`src/rtl/ariane_pkg.sv`:
```
// ---------------------------------------------------------------------------
// ariane_pkg
// Shared front-end types and constants.
//   ID_ISSUE_BUF_DEPTH : depth used when instantiating id_issue_buffer
//   scoreboard_entry_t : decoded instruction record passed decode -> issue
// ---------------------------------------------------------------------------
package ariane_pkg;

   localparam int unsigned ID_ISSUE_BUF_DEPTH = 2;

   // Decoded instruction payload as seen by the scoreboard
   typedef struct packed {
      logic [31:0] pc;
      logic [3:0]  fu;
      logic [6:0]  op;
      logic [4:0]  rs1;
      logic [4:0]  rs2;
      logic [4:0]  rd;
      logic        valid;
   } scoreboard_entry_t;

endpackage : ariane_pkg

```
`src/rtl/id_issue_buffer.sv`:
```
// ---------------------------------------------------------------------------
// id_issue_buffer
// FIFO of decoded instructions between decode and issue, with single
// outstanding control-flow tracking. A control-flow entry is only accepted
// when no other control-flow entry is buffered and no issued branch is still
// awaiting resolution.
//
// Build option: define ID_ISSUE_BUFFER_BYPASS_EN for fall-through mode, where
// an entry accepted into an empty buffer is visible on the issue side in the
// same cycle (and is not stored if issue consumes it immediately).
//
// Ports
//   clk_i                 clock, rising edge
//   rst_i                 synchronous active-high reset
//   flush_i               drop all entries and branch-tracking state
//   decoded_instr_i       entry offered by decode
//   decoded_instr_valid_i decode offers an entry
//   is_ctrl_flow_i        offered entry is control flow
//   decoded_instr_ack_o   offered entry accepted this cycle
//   issue_instr_o         head entry toward issue
//   issue_instr_valid_o   head entry valid
//   is_ctrl_flow_o        head entry is control flow
//   issue_ack_i           issue consumed the head entry
//   resolve_branch_i      outstanding branch resolved by execute
//   count_o               occupancy
// ---------------------------------------------------------------------------
module id_issue_buffer
   import ariane_pkg::*;
#(
   parameter int unsigned DEPTH = 2
) (
   input  logic                          clk_i,
   input  logic                          rst_i,
   input  logic                          flush_i,
   input  scoreboard_entry_t             decoded_instr_i,
   input  logic                          decoded_instr_valid_i,
   input  logic                          is_ctrl_flow_i,
   output logic                          decoded_instr_ack_o,
   output scoreboard_entry_t             issue_instr_o,
   output logic                          issue_instr_valid_o,
   output logic                          is_ctrl_flow_o,
   input  logic                          issue_ack_i,
   input  logic                          resolve_branch_i,
   output logic [$clog2(DEPTH+1)-1:0]    count_o
);

   localparam int unsigned PTR_W = $clog2(DEPTH);
   localparam int unsigned CNT_W = $clog2(DEPTH + 1);

   scoreboard_entry_t mem_q [DEPTH];
   logic [DEPTH-1:0]  cf_q;
   logic [PTR_W-1:0]  rd_ptr_q;
   logic [PTR_W-1:0]  wr_ptr_q;
   logic [CNT_W-1:0]  count_q;
   logic              branch_pending_q;

   logic              full;
   logic              empty;
   logic              cf_buffered;
   logic              branch_blocked;
   logic              ack;
   logic              push;
   logic              pop;
   logic              store;
   logic              mem_pop;
   logic              out_valid;
   logic              out_cf;
   scoreboard_entry_t out_entry;
   logic [PTR_W-1:0]  slot_ofs;
   logic [CNT_W-1:0]  count_d;
   logic              branch_pending_d;

   // Occupancy flags
   always_comb begin
      full  = (count_q == CNT_W'(DEPTH));
      empty = (count_q == '0);
   end

   // Any occupied slot holding a control-flow entry; a slot is occupied when
   // its distance from the read pointer is below the current count
   always_comb begin
      cf_buffered = 1'b0;
      slot_ofs    = '0;
      for (int unsigned i = 0; i < DEPTH; i++) begin
         slot_ofs = PTR_W'(i) - rd_ptr_q;
         if ((CNT_W'(slot_ofs) < count_q) && cf_q[i]) begin
            cf_buffered = 1'b1;
         end
      end
   end

   // Input handshake; deliberately independent of issue_ack_i
   always_comb begin
      branch_blocked = is_ctrl_flow_i && (branch_pending_q || cf_buffered);
      ack            = !full && !flush_i && !rst_i && !branch_blocked;
      push           = decoded_instr_valid_i && ack;
   end

   // Issue-side view of the head entry and storage update qualifiers
`ifdef ID_ISSUE_BUFFER_BYPASS_EN
   logic bypass;

   always_comb begin
      bypass    = empty && push;
      out_valid = (!empty && !flush_i && !rst_i) || bypass;
      out_entry = bypass ? decoded_instr_i : mem_q[rd_ptr_q];
      out_cf    = bypass ? is_ctrl_flow_i : (!empty && cf_q[rd_ptr_q]);
      pop       = out_valid && issue_ack_i;
      // An entry consumed on the bypass path never touches storage
      store     = push && !(bypass && issue_ack_i);
      mem_pop   = pop && !bypass;
   end
`else
   always_comb begin
      out_valid = !empty && !flush_i && !rst_i;
      out_entry = mem_q[rd_ptr_q];
      out_cf    = !empty && cf_q[rd_ptr_q];
      pop       = out_valid && issue_ack_i;
      store     = push;
      mem_pop   = pop;
   end
`endif

   // Next occupancy and branch flag; a new branch issue wins over resolve
   always_comb begin
      count_d          = count_q + CNT_W'(store) - CNT_W'(mem_pop);
      branch_pending_d = branch_pending_q;
      if (pop && out_cf) begin
         branch_pending_d = 1'b1;
      end else if (resolve_branch_i) begin
         branch_pending_d = 1'b0;
      end
   end

   // Control state: pointers, count, control-flow tags, branch flag
   always_ff @(posedge clk_i) begin
      if (rst_i || flush_i) begin
         rd_ptr_q         <= '0;
         wr_ptr_q         <= '0;
         count_q          <= '0;
         cf_q             <= '0;
         branch_pending_q <= 1'b0;
      end else begin
         if (store) begin
            cf_q[wr_ptr_q] <= is_ctrl_flow_i;
            wr_ptr_q       <= wr_ptr_q + PTR_W'(1);
         end
         if (mem_pop) begin
            rd_ptr_q <= rd_ptr_q + PTR_W'(1);
         end
         count_q          <= count_d;
         branch_pending_q <= branch_pending_d;
      end
   end

   // Payload storage, no reset needed
   always_ff @(posedge clk_i) begin
      if (store) begin
         mem_q[wr_ptr_q] <= decoded_instr_i;
      end
   end

   assign decoded_instr_ack_o = ack;
   assign issue_instr_o       = out_entry;
   assign issue_instr_valid_o = out_valid;
   assign is_ctrl_flow_o      = out_cf;
   assign count_o             = count_q;

endmodule : id_issue_buffer

```
`config.mk`:
```
export PLATFORM = sky130hd
export DESIGN_NAME = id_issue_buffer
export DESIGN_NICKNAME = d
export VERILOG_FILES = /design/src/rtl/ariane_pkg.sv /design/src/rtl/id_issue_buffer.sv
export SDC_FILE = /design/constraint.sdc
export NUM_CORES = 1
export LEC_CHECK = 0
export CORE_UTILIZATION = 45
export CTS_BUF_LIST = sky130_fd_sc_hd__clkbuf_8
export DETAILED_ROUTE_END_ITERATION = 8
export PLACE_DENSITY = 0.82
export REMOVE_ABC_BUFFERS = 1
export SYNTH_ARGS = -nofsm -noshare
export SYNTH_HDL_FRONTEND = slang
export SYNTH_SLANG_ARGS = --single-unit
export TNS_END_PERCENT = 20
```
`constraint.sdc`:
```
create_clock -name clk_i -period 3.4 [get_ports clk_i]
set_clock_uncertainty 0.2 [all_clocks]
set_input_delay 0.68 -clock clk_i [delete_from_list [all_inputs] [get_ports clk_i]]
set_output_delay 0.68 -clock clk_i [all_outputs]
set_load 0.01 [all_outputs]
```
==> summary.md <==
| Metric | Value |
|---|---|
| Run status | finished clean |
| Seq/Total Area, Yosys | 78.7% |
| Kind of start point of the critical path | register |
| Register bit count reported by yosys | 126 |
| HPWL Detailed | 5.80 mm |
| Commonest non-fill, non-tap cell in the layout | sky130_fd_sc_hd__clkdlybuf4s50_1 |
| Required time of the critical path | 2.52 ns |
| Upper clock frequency limit | 322 MHz |
| Avg WL per Cell | 16.2 um |
| CP max stage delay | 0.58 ns |
| Worst path cell trace | nand2b_1 -> a211o_1 -> a31oi_2 -> clkdlybuf4s50_1 |
| # port buffers | 129 |
| Clock net sink count | 126 |
| Resized Gates After CTS | 0 |
| Synthesized area | 4710 um2 |
| Worst Path Buf+Inv | 1 |
| Clock-pin transition on the worst setup and hold timing paths | 0.07 ns |
| Final Hold Vio Count | 0 |
| Max-Cap Viols | 0 |
| Peak supply drop | 0.000354 V |
| Number of pins exceeding their max-slew limit in the final report | 0 |
| Unrepaired setup endpoints after global routing | no |
| Vias in the first global route | 2811 |
| Proportion of total power due to net switching | 19.0% |
| Area delta synth->final | 42.2% |
| Worst min-delay path class | register to register |
| CP max stage cell | sky130_fd_sc_hd__clkdlybuf4s50_1 |
| Clock share of power | 42.4% |
| Initial Utilization | 47.3% |
| Number of diodes | 0 |
| Fraction of layout instances using a drive strength above 1 | 25.9% |
| Number of levels in the clock H-tree | 4 |
| Number of nets in the finished design | 453 |
| Sequential fraction of design power | 51.6% |
| Leakage power total | 0.00226 uW |
| Power per cell area | 503 nW/um2 |
| Number of standard-cell rows in the floorplan | 36 |
| Synth area leader | sky130_fd_sc_hd__edfxtp_1 |
| Kind of cell adding the most delay to the critical path | compound AO/OA/AOI/OAI gates |
| GP Congestion | 0.820 |
| Count of synthesis-stage warnings from yosys | 0 |
| Setup Fix Bufs, Post-CTS | 0 |
| Share of synthesized registers carrying an async set or reset | 0% |
| Sum Neg Setup Slack | 0 ns |
| Global-route wire length before repair | 13.6 mm |
| Number of detailed-routing iterations run before antenna repair | 4 |
| Net load switching power | 641 uW |
| Source of the worst hold timing path | cf_q[1] |
| Actual transition at the worst max-transition pin | 0.502 ns |
| Total Routed Length | 8.63 mm |
| Reg2Reg Launch Point | count_o[1] |
| Width of the die | 104 um |
| Combinational cell fraction of total power | 6.0% |
| Crit path launch | count_o[1] |
| Synth area leaders | sky130_fd_sc_hd__edfxtp_1 75%, sky130_fd_sc_hd__mux2_2 14%, sky130_fd_sc_hd__dfxtp_1 3.4%, sky130_fd_sc_hd__nor2_1 0.72%, sky130_fd_sc_hd__ha_1 0.53% |
| Maximum fanout count along the critical path | 6 |
| Share of the synthesized area in the top cell type | 75.3% |
| Antenna violations before repair | 0 |
| Total of hold buffers inserted after clock tree synthesis | 0 |
| Clock tree from TritonCTS | yes |
| WP data arrival | 2.23 ns |
| Type of the worst setup path | register to output port |
| Per-instance average area after synthesis | 19.7 um2 |
| Count of endpoints failing setup in the final report | 0 |
| Max transition margin | 66.5% |
| Average vias per placed instance | 4.90 |
| Endpoint type of the worst setup path | output port |
| Core outline area | 9950 um2 |
| Total clock buffers created by CTS | 17 |
| Primary flip-flop cell chosen by synthesis mapping | sky130_fd_sc_hd__edfxtp_1 |
| Maximum number of pins on one net before global-route repair | 60 |
| Total number of vias | 2604 |
| Highest-count cells in the layout ignoring fill and taps | 129 x sky130_fd_sc_hd__clkdlybuf4s50_1, 118 x sky130_fd_sc_hd__edfxtp_1, 59 x sky130_fd_sc_hd__mux2_2 |
| I/O pin cnt | 130 |
| Internal power consumption | 2730 uW |
| Post-synthesis cell count | 239 |
| Part of the cycle the worst path needs | 91.4% |
| Clock Root Buffer | sky130_fd_sc_hd__clkbuf_8 |
| Number of flops mapped to enable cells by yosys | 118 |
| Period minus WS final | 3.11 ns |
| Floorplan die area | 10900 um2 |
| Maximum buffer depth of the clock tree | 2 |
| Number of DRC violations after detailed routing | 0 |
| Clock latency reported for the late side of the worst-skew pair | 0.41 ns |
| Post-route antenna net violation count | 0 |
| GR Util All Layers | 16.7% |
| Distinct cells, synth | 30 |
| Share of the core filled with cells in the final layout | 67.3% |
| Drt first-iter violations | 77 |
| Die Y-Extent | 104 um |
| GRT overflow | 0 |
## cells by family after synthesis
family / count (synthesis) / share of synthesized area, %
and+or+nand+nor: 26 / 2.82
xor gates and xnor gates: 3 / 0.558
buffers and inverters: 10 / 0.904
AOI/OAI and AO/OA: 11 / 1.99
DFF: 126 / 78.7
adders and majority gates: 2 / 0.531
muxes: 61 / 14.5
## final cells by class
class | count | area (um2)
Timing Repair Buffer | 135 | 1400
Multi-Input combinational cell | 103 | 965
Tap cell | 133 | 166
Clock buffer | 17 | 234
Sequential cell | 126 | 3700
Inverter | 2 | 7.51
Fill cell | 689 | 3260
Clock inverter | 15 | 220
## state kept, by name (all words and copies together) (netlist names), named ones only
| register | cells |
|---|---|
| wr_ptr_q | 1 |
| mem_q | 118 |
| rd_ptr_q | 1 |
| cf_q | 2 |
| count_o | 2 |
| branch_pending_q | 1 |
## layer usage
layer | track usage (%) | routed length (um)
met2 | 27.8 | 4330
met5 | 0 | 0
met3 | 6.70 | 659
met1 | 18.8 | 3540
met4 | 7.55 | 99
## Yosys cell counts, types with 2 or more instances
cell type,n
sky130_fd_sc_hd__clkbuf_1,2
sky130_fd_sc_hd__mux2i_1,2
sky130_fd_sc_hd__o21a_1,2
sky130_fd_sc_hd__mux2_2,59
sky130_fd_sc_hd__inv_1,2
sky130_fd_sc_hd__edfxtp_1,118
sky130_fd_sc_hd__nand2_1,4
sky130_fd_sc_hd__xnor2_1,2
sky130_fd_sc_hd__a211oi_1,2
sky130_fd_sc_hd__nor2_1,9
sky130_fd_sc_hd__buf_1,2
sky130_fd_sc_hd__nand3_1,2
sky130_fd_sc_hd__buf_2,4
sky130_fd_sc_hd__nor2b_1,2
sky130_fd_sc_hd__ha_1,2
sky130_fd_sc_hd__and3_1,3
sky130_fd_sc_hd__dfxtp_1,8
sky130_fd_sc_hd__nand2b_1,2
## worst paths after layout
kind	to	slack [ns]	cells after the start
max reg2reg	count_o[1]	0.87	10
max	decoded_instr_ack_o	0.29	4
min reg2reg	cf_q[1]	0.33	1
min	cf_q[1]	0.33	1
## power groups by stage
stage          Combinational, uW  Sequential, uW  Clock (uW)
3_3_place_gp                 195            1770           0
6_report                     200            1740        1430
5_1_grt                      214            1740        1520
2_1_floorplan               55.1            1770           0
3_5_place_dp                 200            1770           0
4_1_cts                      202            1740        1460
## per-stage QoR
stage	hold slack [ns]	setup WS, ns	power, uW	cells	cell area (um2)
floorplan	0.279	0.0345	1830	231	4670
global route	0.367	0.206	3480	531	6700
detailed placement	0.312	0.372	1970	499	6240
finish	0.333	0.294	3370	531	6700
CTS	0.339	0.285	3400	531	6700
global placement	0.306	0.400	1970	499	6240
No activity file was read; power rests on OpenSTA's default activity.
